$ cat config.mk
export PLATFORM = sky130hd
export DESIGN_NAME = output_fill_2d_flat
export DESIGN_NICKNAME = d
export VERILOG_FILES = /design/src/rtl/output_fill_2d_if.sv /design/src/rtl/output_fill_2d.sv /design/src/flat_wrapper.sv
export SDC_FILE = /design/constraint.sdc
export NUM_CORES = 1
export LEC_CHECK = 0
export CORE_MARGIN = 4
export CORE_UTILIZATION = 40
export DETAILED_ROUTE_END_ITERATION = 8
export HOLD_SLACK_MARGIN = 0.12
export SLEW_MARGIN = 25
export SYNTH_ARGS = -nofsm -noshare
export SYNTH_HDL_FRONTEND = slang
export SYNTH_SLANG_ARGS = --single-unit
$ cat constraint.sdc
create_clock -name w_clk -period 3 [get_ports w_clk]
set_input_delay 0.3 -clock w_clk [delete_from_list [all_inputs] [get_ports w_clk]]
set_output_delay 0.3 -clock w_clk [all_outputs]
set_load 0.02 [all_outputs]
$ cat src/rtl/output_fill_2d_if.sv
// Bundle between the output-fill address generator and its surroundings:
// job configuration and control, FIFO handshake, buffer write port, status.
interface output_fill_2d_if #(
  parameter int ADDR_W = 14,
  parameter int DIM_W  = 16,
  parameter int CH_W   = 8,
  parameter int CNT_W  = 32
);
  logic              enable;
  logic              start;
  logic              abort;
  logic [ADDR_W-1:0] base_address;
  logic [DIM_W-1:0]  cols;
  logic [DIM_W-1:0]  rows;
  logic [CH_W-1:0]   channels;
  logic [ADDR_W-1:0] row_pitch;
  logic [ADDR_W-1:0] ch_stride;
  logic              is_empty;
  logic              fifo_rd_en;
  logic [ADDR_W-1:0] c_address;
  logic              write_enable;
  logic              busy;
  logic              done;
  logic [CNT_W-1:0]  words_written;

  // Side that drives the job and observes the writes.
  modport master (
    output enable, start, abort, base_address, cols, rows, channels,
           row_pitch, ch_stride, is_empty,
    input  fifo_rd_en, c_address, write_enable, busy, done, words_written
  );

  // Address generator side.
  modport slave (
    input  enable, start, abort, base_address, cols, rows, channels,
           row_pitch, ch_stride, is_empty,
    output fifo_rd_en, c_address, write_enable, busy, done, words_written
  );
endinterface

$ cat src/rtl/output_fill_2d.sv
// Drains the PE-array output FIFO into the feature-map buffer, walking
// channel / row / column with programmable row pitch and channel stride.
// Addresses are stepped incrementally; all address math wraps at 2^ADDR_W.
module output_fill_2d #(
  parameter int ADDR_W = 14,
  parameter int DIM_W  = 16,
  parameter int CH_W   = 8,
  parameter int CNT_W  = 32
) (
  input  logic            w_clk,
  input  logic            reset,
  output_fill_2d_if.slave bus
);

  typedef enum logic [1:0] {
    IDLE      = 2'd0,
    RUN       = 2'd1,
    DONE_WAIT = 2'd2
  } state_t;

  state_t            state;

  // Configuration latched at start so the job is immune to input changes.
  logic [DIM_W-1:0]  cfg_cols;
  logic [DIM_W-1:0]  cfg_rows;
  logic [CH_W-1:0]   cfg_channels;
  logic [ADDR_W-1:0] cfg_row_pitch;
  logic [ADDR_W-1:0] cfg_ch_stride;

  // Position in the nest and the running base addresses.
  logic [DIM_W-1:0]  col;
  logic [DIM_W-1:0]  row;
  logic [CH_W-1:0]   ch;
  logic [ADDR_W-1:0] row_base;
  logic [ADDR_W-1:0] ch_base;
  logic [ADDR_W-1:0] cur;

  logic [ADDR_W-1:0] c_address_r;
  logic              write_enable_r;
  logic              busy_r;
  logic              done_r;
  logic [CNT_W-1:0]  words_written_r;

  logic              pop;
  logic              last_col;
  logic              last_row;
  logic              last_ch;
  logic              zero_job;

  // Pop the FIFO only when running, advancing, data present and not cancelled.
  assign pop = (state == RUN) && bus.enable && !bus.is_empty && !bus.abort;

  assign last_col = (col == cfg_cols - DIM_W'(1));
  assign last_row = (row == cfg_rows - DIM_W'(1));
  assign last_ch  = (ch == cfg_channels - CH_W'(1));
  assign zero_job = (bus.cols == '0) || (bus.rows == '0) || (bus.channels == '0);

  assign bus.fifo_rd_en    = pop;
  assign bus.c_address     = c_address_r;
  assign bus.write_enable  = write_enable_r;
  assign bus.busy          = busy_r;
  assign bus.done          = done_r;
  assign bus.words_written = words_written_r;

  // Job sequencer: latches config, walks the nest, registers write strobe/address.
  always_ff @(posedge w_clk or negedge reset) begin
    if (!reset) begin
      state           <= IDLE;
      cfg_cols        <= '0;
      cfg_rows        <= '0;
      cfg_channels    <= '0;
      cfg_row_pitch   <= '0;
      cfg_ch_stride   <= '0;
      col             <= '0;
      row             <= '0;
      ch              <= '0;
      row_base        <= '0;
      ch_base         <= '0;
      cur             <= '0;
      c_address_r     <= '0;
      write_enable_r  <= 1'b0;
      busy_r          <= 1'b0;
      done_r          <= 1'b0;
      words_written_r <= '0;
    end else begin
      case (state)
        IDLE: begin
          write_enable_r <= 1'b0;
          if (bus.start) begin
            cfg_cols        <= bus.cols;
            cfg_rows        <= bus.rows;
            cfg_channels    <= bus.channels;
            cfg_row_pitch   <= bus.row_pitch;
            cfg_ch_stride   <= bus.ch_stride;
            col             <= '0;
            row             <= '0;
            ch              <= '0;
            row_base        <= bus.base_address;
            ch_base         <= bus.base_address;
            cur             <= bus.base_address;
            words_written_r <= '0;
            done_r          <= 1'b0;
            busy_r          <= 1'b1;
            state           <= zero_job ? DONE_WAIT : RUN;
          end
        end

        RUN: begin
          if (bus.abort) begin
            // Cancel: partial count is kept, done is not raised.
            write_enable_r <= 1'b0;
            busy_r         <= 1'b0;
            state          <= IDLE;
          end else if (pop) begin
            // Write lands one cycle after the pop, aligned with FIFO read data.
            c_address_r     <= cur;
            write_enable_r  <= 1'b1;
            words_written_r <= words_written_r + CNT_W'(1);
            if (!last_col) begin
              col <= col + DIM_W'(1);
              cur <= cur + ADDR_W'(1);
            end else begin
              col <= '0;
              if (!last_row) begin
                row      <= row + DIM_W'(1);
                row_base <= row_base + cfg_row_pitch;
                cur      <= row_base + cfg_row_pitch;
              end else begin
                row      <= '0;
                ch       <= ch + CH_W'(1);
                ch_base  <= ch_base + cfg_ch_stride;
                row_base <= ch_base + cfg_ch_stride;
                cur      <= ch_base + cfg_ch_stride;
                if (last_ch) begin
                  state <= DONE_WAIT;
                end
              end
            end
          end else begin
            write_enable_r <= 1'b0;
          end
        end

        DONE_WAIT: begin
          write_enable_r <= 1'b0;
          done_r         <= 1'b1;
          busy_r         <= 1'b0;
          state          <= IDLE;
        end

        default: begin
          write_enable_r <= 1'b0;
          busy_r         <= 1'b0;
          state          <= IDLE;
        end
      endcase
    end
  end

endmodule

$ cat src/flat_wrapper.sv
// flat-port wrapper written by rule: the top's interface ports become plain ports
module output_fill_2d_flat 
#(
  parameter int ADDR_W = 14,
  parameter int DIM_W  = 16,
  parameter int CH_W   = 8,
  parameter int CNT_W  = 32
)
  (w_clk, reset, bus_enable, bus_start, bus_abort, bus_base_address, bus_cols, bus_rows, bus_channels, bus_row_pitch, bus_ch_stride, bus_is_empty, bus_fifo_rd_en, bus_c_address, bus_write_enable, bus_busy, bus_done, bus_words_written);
  output_fill_2d_if #(.ADDR_W(ADDR_W), .DIM_W(DIM_W), .CH_W(CH_W), .CNT_W(CNT_W)) bus_i ();
  input  logic w_clk;
  input  logic reset;
  input wire logic [$bits(bus_i.enable)-1:0] bus_enable;
  input wire logic [$bits(bus_i.start)-1:0] bus_start;
  input wire logic [$bits(bus_i.abort)-1:0] bus_abort;
  input wire logic [$bits(bus_i.base_address)-1:0] bus_base_address;
  input wire logic [$bits(bus_i.cols)-1:0] bus_cols;
  input wire logic [$bits(bus_i.rows)-1:0] bus_rows;
  input wire logic [$bits(bus_i.channels)-1:0] bus_channels;
  input wire logic [$bits(bus_i.row_pitch)-1:0] bus_row_pitch;
  input wire logic [$bits(bus_i.ch_stride)-1:0] bus_ch_stride;
  input wire logic [$bits(bus_i.is_empty)-1:0] bus_is_empty;
  output wire logic [$bits(bus_i.fifo_rd_en)-1:0] bus_fifo_rd_en;
  output wire logic [$bits(bus_i.c_address)-1:0] bus_c_address;
  output wire logic [$bits(bus_i.write_enable)-1:0] bus_write_enable;
  output wire logic [$bits(bus_i.busy)-1:0] bus_busy;
  output wire logic [$bits(bus_i.done)-1:0] bus_done;
  output wire logic [$bits(bus_i.words_written)-1:0] bus_words_written;
  assign bus_i.enable = bus_enable;
  assign bus_i.start = bus_start;
  assign bus_i.abort = bus_abort;
  assign bus_i.base_address = bus_base_address;
  assign bus_i.cols = bus_cols;
  assign bus_i.rows = bus_rows;
  assign bus_i.channels = bus_channels;
  assign bus_i.row_pitch = bus_row_pitch;
  assign bus_i.ch_stride = bus_ch_stride;
  assign bus_i.is_empty = bus_is_empty;
  assign bus_fifo_rd_en = bus_i.fifo_rd_en;
  assign bus_c_address = bus_i.c_address;
  assign bus_write_enable = bus_i.write_enable;
  assign bus_busy = bus_i.busy;
  assign bus_done = bus_i.done;
  assign bus_words_written = bus_i.words_written;
  output_fill_2d #(.ADDR_W(ADDR_W), .DIM_W(DIM_W), .CH_W(CH_W), .CNT_W(CNT_W)) u_core (.w_clk(w_clk), .reset(reset), .bus(bus_i));
endmodule
# [Word-level counts from Yosys, hierarchy flattened]
# Index checks and enable logic that the tools add are counted.
[classes] add_sub_neg=10 eq_ne=15 n_mux=51 bitwise=1 reduce_logical=21
[op_table] op="$mux 14" count=12
[op_table] op="$mux 16" count=8
[op_table] op="$mux 32" count=3
[op_table] op="$pmux 14 s2" count=3
[op_table] op="$pmux 16 s2" count=2
[op_table] op="$pmux 32 s2" count=1
[op_table] op="$mux 8" count=5
[op_table] op="$add 16x1->16 const B" count=2
[op_table] op="$add 32x1->32 const B" count=1
[op_table] op="$eq 16x16->1" count=2
[op_table] op="$logic_not 16->1" count=2
[op_table] op="$sub 16x1->16 const B" count=2
[op_table] op="$add 14x14->14" count=2
[op_table] op="$pmux 8 s2" count=1
[op_table] op="$add 14x1->14 const B" count=1
[op_table] op="$mux 2" count=7
[op_table] op="$reduce_and 5->1" count=2
[op_table] op="$ne 3x2->1 const B" count=3
[op_table] op="$add 8x1->8 const B" count=1
[op_table] op="$eq 8x8->1" count=1
[op_table] op="$logic_not 8->1" count=1
[op_table] op="$ne 2x2->1 const B" count=4
[op_table] op="$sub 8x1->8 const B" count=1
[op_table] op="$mux 1" count=6
[op_table] op="other kinds (16)" count=25
[word_totals] register_bits=201 input_bits=88 output_inout_bits=50 word_cells=115

# [Logic depth before layout (Yosys ltp)]
# Gate-level depths: netlist of the first run.
[logic_depth] depth_word=8 depth_mapped=14 depth_no_buf=12

# [Least setup slack after synthesis of the first run]
# Ideal clock, no wire load.
[synth_path] path_kind="reg2reg" from="register u_core.cfg_cols[0]" to="register u_core.cur[11]" setup_ps=121 arrival_ps=3238 required_time_ps=2879 path_slack_ps=-359 stages_incl_launch_ff=12 n_path_buf=2 period_less_slack_ps=3359 cell_sequence="dfrtp_1 > inv_1 > ha_1 > or4b_1 > clkbuf_1 > o41ai_1 > a21o_1 > or3b_2 > or4_1 > buf_2 > or3_1 > a22o_1"
[synth_between] elab_chain_cells=6
[synth_lines] element="start: declaration" line="output_fill_2d.sv:24" source="logic [DIM_W-1:0] cfg_cols;"
[synth_lines] element="start signal: assignment" line="output_fill_2d.sv:90" source="cfg_cols <= bus.cols;"
[synth_lines] element="$sub 16x1->16" line="output_fill_2d.sv:53" source="assign last_col = (col == cfg_cols - DIM_W'(1));"
[synth_lines] element="$eq 16x16->1" line="output_fill_2d.sv:53"
[synth_lines] element="$mux 14" line="output_fill_2d.sv:119" source="if (!last_col) begin"
[synth_lines] element="$mux 14" line="output_fill_2d.sv:114" source="end else if (pop) begin"
[synth_lines] element="$mux 14" line="output_fill_2d.sv:109" source="if (bus.abort) begin"
[synth_lines] element="$pmux 14 s2" line="output_fill_2d.sv:86" source="case (state)"
[synth_lines] element="end signal: assignment" line="output_fill_2d.sv:100" source="cur <= bus.base_address;"
[synth_lines] element="end signal: assignment" line="output_fill_2d.sv:121" source="cur <= cur + ADDR_W'(1);"
[synth_lines] element="end signal: assignment" line="output_fill_2d.sv:127" source="cur <= row_base + cfg_row_pitch;"
[synth_lines] element="end: declaration" line="output_fill_2d.sv:36" source="logic [ADDR_W-1:0] cur;"
# Every way passes these cells. The select of a mux whose other input is x is not followed.
# A chain may end at the register's enable or synchronous reset.

# [Final worst setup path of the first run]
[layout_path] from="register u_core.cfg_cols[1]" to="register u_core.col[9]"
[layout_between] elab_chain_cells=6
[layout_lines] element="$sub 16x1->16" line="output_fill_2d.sv:53"
[layout_lines] element="$eq 16x16->1" line="output_fill_2d.sv:53"
[layout_lines] element="$mux 16" line="output_fill_2d.sv:119"
[layout_lines] element="$mux 16" line="output_fill_2d.sv:114"
[layout_lines] element="$mux 16" line="output_fill_2d.sv:109"
[layout_lines] element="$pmux 16 s2" line="output_fill_2d.sv:86"
[layout_lines] element="end signal: assignment" line="output_fill_2d.sv:120" source="col <= col + DIM_W'(1);"
[layout_lines] element="end: declaration" line="output_fill_2d.sv:31" source="logic [DIM_W-1:0] col;"
# Every way passes these cells. The select of a mux whose other input is x is not followed.

==> impl_metrics.csv, run 1 <==
group,metric,value,unit
placed_design,place_ws,-0.373,ns
route,wl_per_cell,17.2,um
clocking,h-tree-depth,1,
critical_path,crit_arrival,3.75,ns
die,fp.dieH,179,um
global_routing,gr-usage-met2,0.359,
pwr,peakVddDrop,514,uV
cells_and_area,fin_nets,1721,
cells_and_area,design_area,15900,um^2
global_routing,antenna_found_initial,0,
yosys,syn_area,11700,um^2
placed_design,dp_hpwl,24.5,mm
cells_and_area,layout_common_cells,"nand2_1 (302), dfrtp_1 (200), clkdlybuf4s50_1 (136), nor2_1 (99), buf_4 (85)",
global_routing,grt_pass1_vias,10800,
route,drtIter0Drc,815,
critical_path,ff2ff_setup_slack,-0.35,ns
clocking,cts_buffer_depth,3,
cells_and_area,insertedDiodeCount,0,
global_routing,track_usage,0.215,
yosys,ys_seq_area_frac,0.430,
yosys,ys_ff_latch,201,
pwr,power_density,953,nW/um^2
placed_design,io_buffers,137,
yosys,synth_ff_type,"dfrtp_1",
outcome,violations,"negative setup slack",
clocking,cts_buffers,24,
critical_path,cp-end-kind,"register",
yosys,ys_async_sr_fraction,1.00,
die,core_area,28800,um^2
critical_path,critPathKind,"reg2reg",
sta,final_hold_viol_count,0,
yosys,ys_top_cells_by_area,"dfrtp_1 (43%), nand2_1 (10%), xor2_1 (4.9%), nor2_1 (3.8%), ha_1 (3.6%)",
cells_and_area,drive_gt1_frac,0.178,
sta,setup_viol_count_final,82,
global_routing,overflow,0,
global_routing,busiest_layer,"met2",
route,drcViolationCount,0,
critical_path,start_kind,"register",
sta,period_needed,3.35,ns
pwr,p_leak,0.00710,uW
die,start_util,0.407,
sta,max_freq,0.299,GHz
yosys,syn-instance-count,1369,
critical_path,required,3.41,ns
route,drtPass1Iterations,5,
route,ant_nets,0,
die,die-area,32100,um^2
cells_and_area,layout_commonest_cell,"nand2_1",
clocking,clk_latency,0.52,ns
route,vias,10700,
global_routing,use_met3,0.0321,
yosys,synth_edf_count,0,
cells_and_area,post-route-util,0.554,
critical_path,cp_max_fo,7,
critical_path,reg2reg_from,"u_core.cfg_cols[1]",
yosys,synth.largest_area_cell,"dfrtp_1",
critical_path,reg2regPathDepth,12,
global_routing,grt_pass1_wl,56.2,mm
sta,period_share,1.12,
sta,rsz0062_at_grt,"true",
sta,worstMarginPinSlew,0.688,ns
die,io_pins,138,
yosys,synth_area_per_cell,8.55,um^2
global_routing,met1_usage,0.296,
run,max_cap_viol_count,0,
sta,setup_slack,-0.348,ns
route,via_per_inst,5.35,
min_path,hp-class,"in2reg",
yosys,syn_nets,1493,
cells_and_area,stdcell_count,1995,
die,die_w,179,um
clocking,numClockSinks,201,
clocking,cts_tree,"done",
min_path,worstHoldStart,"bus_row_pitch[11]",
die,num_rows,62,
yosys,netlist.area_leader.share,0.430,
sta,final.setup_skew,0.00538,ns
placed_design,gp_congestion,0.893,
route,routed_wl,34.3,mm
critical_path,critical_path.reg2reg.endpoint,"u_core.col[9]",
clocking,clk_pin_slew_worst_paths,0.06,ns
min_path,min_to,"u_core.cfg_row_pitch[11]",
cells_and_area,syn2layout_area_growth,36.2,%
clocking,cts_root_buf,"clkbuf_16",
sta,slew_headroom,0.541,
placed_design,dp.cells,1931,
global_routing,grt_max_degree,82,
yosys,synth_warnings,0,
outcome,outcome,"finished with violations",
min_path,min_path_cells,3,
yosys,yosysUniqueCellTypes,80,
sta,maxSlewViolCount,0,
placed_design,dpl_cell_area,14300,um^2
==> cells in the mapped netlist (all sizes together) (12+ instances only) <==
cell and instances:
nand2 314, dfrtp 201, nor2 117, o21ai 95, xor2 66, a21oi 54
nand3 49, clkbuf 47, xnor2 45, ha 34, and3 28, inv 26
nor3 23, nand4 21, nor4 19, or3 17, nor2b 15, o31ai 13
a21o 12, or4 12
==> flip-flops by register name, indices dropped and copies added, names as in the netlist, 16 cells and up <==
signal                    cells
u_core.row                   16
u_core.col                   16
u_core.cfg_rows              16
u_core.cfg_cols              16
u_core.bus.words_written     32
==> worst max-delay path: stages (launching register included) <==
cell and delay [ns]:
dfrtp_1 0.41, buf_6 0.13, or4_4 0.55, or4_4 0.47, o21ai_1 0.14, nor3b_2 0.24
nand2_1 0.11, or4_4 0.51, a21oi_4 0.19, buf_12 0.15, clkbuf_16 0.15, clkbuf_16 0.15
nor2_2 0.03
==> cell type report <==
cell class | count | area [um^2]
fillers | 2575 | 12800
multi-input cells | 1084 | 6980
flip-flops and latches | 201 | 5030
repair buffers | 259 | 2620
clock buffers | 35 | 693
well taps | 384 | 480
inverters | 27 | 104
clock inverters | 5 | 27.5
==> routing by layer <==
layer / part of all wire / vias up
met5: 0 / -
met4: 0.025 / 0
met3: 0.047 / 63
met2: 0.47 / 234
met1: 0.45 / 5141
li1: - / 5237
==> cell families after synthesis <==
group	after synthesis	share of synthesized area
flops	201	0.430
mux	21	0.0191
xor+xnor	111	0.0831
compound gates	259	0.141
buf+inv	84	0.0287
fa+ha+maj	36	0.0398
simple gates	657	0.259
==> through the flow <==
stage / power, uW / hold WS (ns) / setup TNS [ns]
4_1_cts: 14800 / 0.300 / -10.78
5_1_grt: 16300 / 0.326 / -28.64
6_report: 15200 / 0.311 / -19.01
3_5_place_dp: 11500 / 0.404 / -18.77
2_1_floorplan: 8840 / 0.00441 / -7.94
3_3_place_gp: 11400 / 0.395 / -12.71
==> power by group <==
part           leakage, uW  switching (uW)  internal (uW)
clock             0.000354            1130           1590
combinational      0.00415            4390           3680
sequential         0.00259             837           3570
==> worst max-delay path by stage <==
stage | depth (start not counted) | from | end | slack [ns]
after floorplan | 13 | u_core.cfg_cols[0] | u_core.row[13] | -0.26
after global placement | 10 | u_core.cfg_cols[1] | u_core.cur[11] | -0.30
after detailed placement | 12 | u_core.cfg_cols[1] | u_core.cur[11] | -0.37
after CTS | 10 | u_core.cfg_cols[1] | u_core.cur[11] | -0.25
after global routing | 12 | u_core.cfg_cols[1] | u_core.ch[2] | -0.44
final | 12 | u_core.cfg_cols[1] | u_core.col[9] | -0.35
==> repair_timing <==
item,CTS,global route
hold buffers,1,0
gates cloned,2,3
setup buffers,16,5
hold endpoints to repair,77,0
pin swaps,39,32
endpoints found under the setup margin,83,84
resized for setup,95,77
No activity file was read; power rests on OpenSTA's default activity.
==> run 2, diff against run 1 <==
Settings changed: HOLD_SLACK_MARGIN 0.12 to 0.1, PLACE_DENSITY_LB_ADDON set to 0.12.
==> run 2 against run 1 <==
  * The flow still finishes with violations (negative setup slack)
  * Count of clock-buffer cells in the layout is 4 lower
  * Die area stayed put
  * Total power is 3.9% higher
  * Cell count is 1.0% higher
  * Sequential power hardly changed
  * Via count is 0.45% higher
  * Non-clock buffer count is 16 higher
==> impl_metrics.csv, run 2 (synthesis gave the netlist of run 1 again) <==
group,metric,value,unit
route,wl_met2,15.9,mm
placed_design,gp_congestion,0.898,
sta,slew_headroom,0.494,
global_routing,antenna_found_initial,0,
sta,period_needed,3.27,ns
global_routing,grt_pass1_vias,10500,
critical_path,crit_arrival,3.70,ns
sta,setup_slack,-0.268,ns
route,route.met3.wl,1.60,mm
clocking,cts_buffer_depth,3,
min_path,worstHoldStart,"bus_ch_stride[6]",
min_path,hp-class,"in2reg",
clocking,clk_pin_slew_worst_paths,0.06,ns
sta,final.setup_skew,0.0100,ns
die,core_area,28800,um^2
cells_and_area,layout_common_cells,"nand2_1 (303), dfrtp_1 (201), clkdlybuf4s50_1 (136), nor2_1 (97), buf_4 (93)",
sta,setup_viol_count_final,80,
cells_and_area,fin_nets,1737,
sta,rsz0062_at_grt,"true",
route,ant_nets,0,
critical_path,cp-end-kind,"register",
outcome,violations,"negative setup slack",
die,fp.dieH,179,um
route,top_layer,"met4",
cells_and_area,syn2layout_area_growth,38.9,%
critical_path,crit_path_end,"u_core.row[13]",
clocking,cts_buffers,24,
sta,maxSlewViolCount,0,
sta,timing.hold.ws,0.294,ns
route,via_per_inst,5.32,
sta,max_freq,0.306,GHz
sta,final_hold_viol_count,0,
clocking,numClockSinks,201,
global_routing,grt_max_degree,87,
critical_path,reg2regPathDepth,12,
pwr,peakVddDrop,506,uV
route,drtIter0Drc,586,
critical_path,start_kind,"register",
placed_design,io_buffers,137,
global_routing,track_usage,0.211,
cells_and_area,insertedDiodeCount,0,
critical_path,cp_max_fo,8,
global_routing,overflow,0,
pwr,power.total,15800,uW
sta,worstMarginPinSlew,0.759,ns
critical_path,critical_path.reg2reg.endpoint,"u_core.row[13]",
critical_path,reg2reg_from,"u_core.cfg_cols[1]",
route,drcViolationCount,0,
die,start_util,0.407,
global_routing,grt_pass1_wl,55.0,mm
placed_design,place_ws,-0.385,ns
pwr,power_density,971,nW/um^2
cells_and_area,layout_commonest_cell,"nand2_1",
die,die_w,179,um
critical_path,critPathKind,"reg2reg",
route,wl_met1,16.1,mm
route,vias,10700,
die,io_pins,138,
route,wl_per_cell,17.0,um
clocking,clk_latency,0.53,ns
clocking,cts_tree,"done",
die,num_rows,62,
clocking,cts_root_buf,"clkbuf_16",
route,routed_wl,34.3,mm
critical_path,required,3.44,ns
outcome,outcome,"finished with violations",
placed_design,dp_hpwl,24.5,mm
critical_path,cp-startpoint,"u_core.cfg_cols[1]",
die,die-area,32100,um^2
cells_and_area,largest_reg_flops,32,
cells_and_area,drive_gt1_frac,0.204,
critical_path,ff2ff_setup_slack,-0.27,ns
route,drtPass1Iterations,5,
clocking,h-tree-depth,1,
sta,period_share,1.09,
pwr,p_leak,0.00725,uW
run,max_cap_viol_count,0,
-- run 2: cell count changes in the layout (fill, tap and decap cells not counted), moves of 5 or more --
cell / delta
buf_4: +8
buf_6: +5
mux2i_1: -5
nand3_1: -5
nand3_2: +5
-- run 2: stage by stage --
| step | util | cell area [um^2] | setup TNS [ns] | cells |
|---|---|---|---|---|
| finish | 0.565 | 16200 | -12.66 | 2015 |
| global route | 0.565 | 16200 | -20.33 | 2015 |
| CTS | 0.549 | 15800 | -10.64 | 2012 |
| detailed placement | 0.499 | 14400 | -22.32 | 1945 |
| global placement | 0.499 | 14400 | -17.54 | 1945 |
| floorplan | - | 11800 | -7.94 | 1369 |
-- run 2: worst min-delay path by stage --
stage | endpoint | slack [ns] | cells after the start
2_1_floorplan | u_core.bus.busy | 0.004 | 0
3_3_place_gp | u_core.cfg_rows[0] | 0.41 | 1
3_5_place_dp | u_core.cfg_rows[1] | 0.41 | 1
4_1_cts | u_core.cfg_ch_stride[6] | 0.27 | 3
5_1_grt | u_core.cfg_row_pitch[0] | 0.29 | 3
6_report | u_core.cfg_ch_stride[6] | 0.29 | 3
-- run 2: final cells by class --
cell class,count,area [um^2]
repair buffers,275,2750
flip-flops and latches,201,5030
multi-input cells,1084,7060
fillers,2622,12500
inverters,27,101
well taps,384,480
clock inverters,13,163
clock buffers,31,667
-- run 2: repair_timing --
action                     CTS  global route
setup endpoints to repair   83            84
cloned                       6             1
hold buffers                 1             0
gates resized for setup    107           110
buffers inserted            18             7
hold endpoints to repair    81             0
pin swaps                   33            44
-- run 2: per-layer routing --
layer / vias to the layer above / GRT usage
li1: 5282 / -
met4: 0 / 0.0505
met3: 43 / 0.0314
met5: - / 0
met2: 223 / 0.338
met1: 5175 / 0.301
-- run 2: worst max-delay path, cell delays in order, from the launching register on --
cell,delay (ns)
dfrtp_1,0.40
buf_6,0.12
or4_4,0.54
or4_4,0.47
o21ai_2,0.14
nor3b_2,0.21
nand2_1,0.09
or4_4,0.49
a21oi_4,0.17
buf_12,0.17
buf_6,0.11
nand2_4,0.04
o31ai_2,0.22
-- run 2: power breakdown --
group | switching (uW) | internal, uW
logic | 4410 | 3940
registers | 821 | 3570
clock network | 1200 | 1830
==> run 3, diff against run 2 <==
Settings changed: CORE_ASPECT_RATIO set to 0.8, CTS_BUF_LIST set to sky130_fd_sc_hd__clkbuf_8, DONT_BUFFER_PORTS set to 1.
==> run 3 against run 2 <==
  * The flow finishes with violations (negative hold slack, negative setup slack)
  * First-iteration DRC count is 29% higher
  * Sequential share of layout area is 1.3 points higher
  * Routed wire length is 8.8% higher
  * Worst setup slack worse by 0.019 ns
==> impl_metrics.csv, run 3 (synthesis gave the netlist of run 1 again) <==
group,metric,value,unit
clocking,cts_root_buf,"clkbuf_8",
sta,worstMarginPinSlew,0.699,ns
clocking,cts_tree,"done",
cells_and_area,layout_commonest_cell,"nand2_1",
critical_path,critical_path.reg2reg.endpoint,"u_core.row[13]",
route,wl_per_cell,18.9,um
die,core_area,28600,um^2
sta,period_share,1.10,
critical_path,slowest_delay,0.55,ns
die,num_rows,55,
critical_path,critPathBufInv,3,
clocking,cts_buffers,37,
clocking,clk_latency,0.56,ns
critical_path,crit_chain,"inv_2 > ha_4 > or4b_4 > o41ai_4 > a21o_1 > or3b_4 > or4_4 > a21oi_4 > buf_12 > buf_12 > nand2_4 > o31ai_2",
placed_design,io_buffers,0,
cells_and_area,syn2layout_area_growth,33.5,%
critical_path,critPathMostFrequentCell,"buf_12",
critical_path,critPathKind,"reg2reg",
sta,final_hold_viol_count,201,
cells_and_area,post-route-util,0.547,
cells_and_area,register_area,5030,um^2
global_routing,grt_max_degree,202,
critical_path,cp-end-kind,"register",
die,die-area,32100,um^2
critical_path,required,3.46,ns
sta,maxSlewViolCount,0,
clocking,clk_pin_slew_worst_paths,0.06,ns
critical_path,cp_max_fo,5,
critical_path,reg2reg_from,"u_core.cfg_cols[0]",
route,drcViolationCount,0,
sta,period_needed,3.29,ns
sta,slew_headroom,0.531,
route,ant_nets,0,
pwr,power_density,987,nW/um^2
clocking,ctsHoldBuffers,80,
sta,setup_viol_count_final,81,
critical_path,cp_top_family,"simple AND/OR/NAND/NOR gates",
sta,rsz0062_at_grt,"true",
pwr,peakVddDrop,442,uV
sta,timing.hold.ws,-0.541,ns
critical_path,crit_arrival,3.74,ns
critical_path,ff2ff_setup_slack,-0.29,ns
global_routing,antenna_found_initial,1,
die,fp.dieH,161,um
placed_design,dp_hpwl,25.4,mm
route,routed_wl,37.3,mm
clocking,cts_buffer_depth,3,
global_routing,grt_pass1_wl,59.1,mm
cells_and_area,multi_input_comb_area,7010,um^2
placed_design,gp_congestion,0.890,
clocking,h-tree-depth,2,
critical_path,start_kind,"register",
sta,setup_slack,-0.287,ns
global_routing,overflow,0,
min_path,hp-class,"in2async",
cells_and_area,largest_reg_flops,32,
clocking,numClockSinks,201,
outcome,outcome,"finished with violations",
global_routing,grt_pass1_vias,10800,
pwr,p_leak,0.00715,uW
route,drtPass1Iterations,5,
global_routing,track_usage,0.227,
route,vias,10900,
outcome,violations,"negative hold slack, negative setup slack",
cells_and_area,fin_nets,1703,
route,via_per_inst,5.50,
die,io_pins,138,
route,drtIter0Drc,758,
die,start_util,0.410,
cells_and_area,drive_gt1_frac,0.212,
sta,final.setup_skew,0.0281,ns
run,max_cap_viol_count,0,
cells_and_area,layout_common_cells,"nand2_1 (303), dfrtp_1 (199), nor2_1 (109), buf_4 (108), dlygate4sd3_1 (80)",
critical_path,critPathSlowestCell,"or4_4",
cells_and_area,fillCellCount,2656,
sta,max_freq,0.304,GHz
critical_path,reg2regPathDepth,12,
die,die_w,199,um
## run 3: changes by cell type in the layout (fill, tap and decap cells not counted), sizes merged, moves of 3 or more
| cell | delta |
|---|---|
| clkinv | -4 |
| buf | +9 |
| dlygate4sd3 | +79 |
| clkbuf | +18 |
| inv | +11 |
| clkinvlp | -3 |
| clkdlybuf4s50 | -136 |
## run 3: metrics by stage
step	setup TNS [ns]	instance area, um^2	instances	setup WS, ns	power [uW]
after global placement	-15.80	13000	1795	-0.333	11300
after CTS	-12.54	15200	1964	-0.261	15000
after floorplan	-7.94	11800	1369	-0.260	8840
after detailed placement	-21.46	13000	1795	-0.399	11300
final	-15.33	15600	1974	-0.287	15400
after global routing	-25.59	15600	1973	-0.407	16500
## run 3: report_power, final
part           total [uW]  internal [uW]  switching [uW]
combinational        8120           3790            4330
clock                2720           1510            1210
sequential           4580           3570            1010
## run 3: what timing repair did
item,4_1_cts,5_1_grt
setup buffers,20,10
pin swaps,51,33
cloned,7,3
hold endpoints to repair,294,201
endpoints found under the setup margin,84,83
gates resized for setup,117,78
## run 3: worst max path at each step
stage                     slack (ns)                from  depth (start not counted)             end
after floorplan                -0.26  u_core.cfg_cols[0]                         13  u_core.row[13]
after global placement         -0.33  u_core.cfg_cols[1]                         11   u_core.cur[2]
after detailed placement       -0.40  u_core.cfg_cols[0]                         10  u_core.cur[11]
after CTS                      -0.26  u_core.cfg_cols[0]                         11  u_core.row[13]
after global routing           -0.41  u_core.cfg_cols[0]                         14  u_core.row[13]
final                          -0.29  u_core.cfg_cols[0]                         12  u_core.row[13]
## run 3: final cells by class
class / count / area share
antenna: 1 / 0.000160
clock buffer: 48 / 0.0423
clock inverter: 15 / 0.00577
inverter: 27 / 0.00649
multi-input combinational: 1084 / 0.449
sequential: 201 / 0.322
tap: 370 / 0.0296
timing repair buffer: 228 / 0.145
## run 3: layer usage
metal / track usage / vias to the layer above / wire [um] / share of wire
li1: - / 5205 / - / -
met1: 0.336 / 5314 / 17800 / 0.48
met2: 0.345 / 291 / 16600 / 0.45
met3: 0.0513 / 46 / 2370 / 0.064
met4: 0.0457 / 2 / 487 / 0.013
met5: 0 / - / 7 / 0.00019
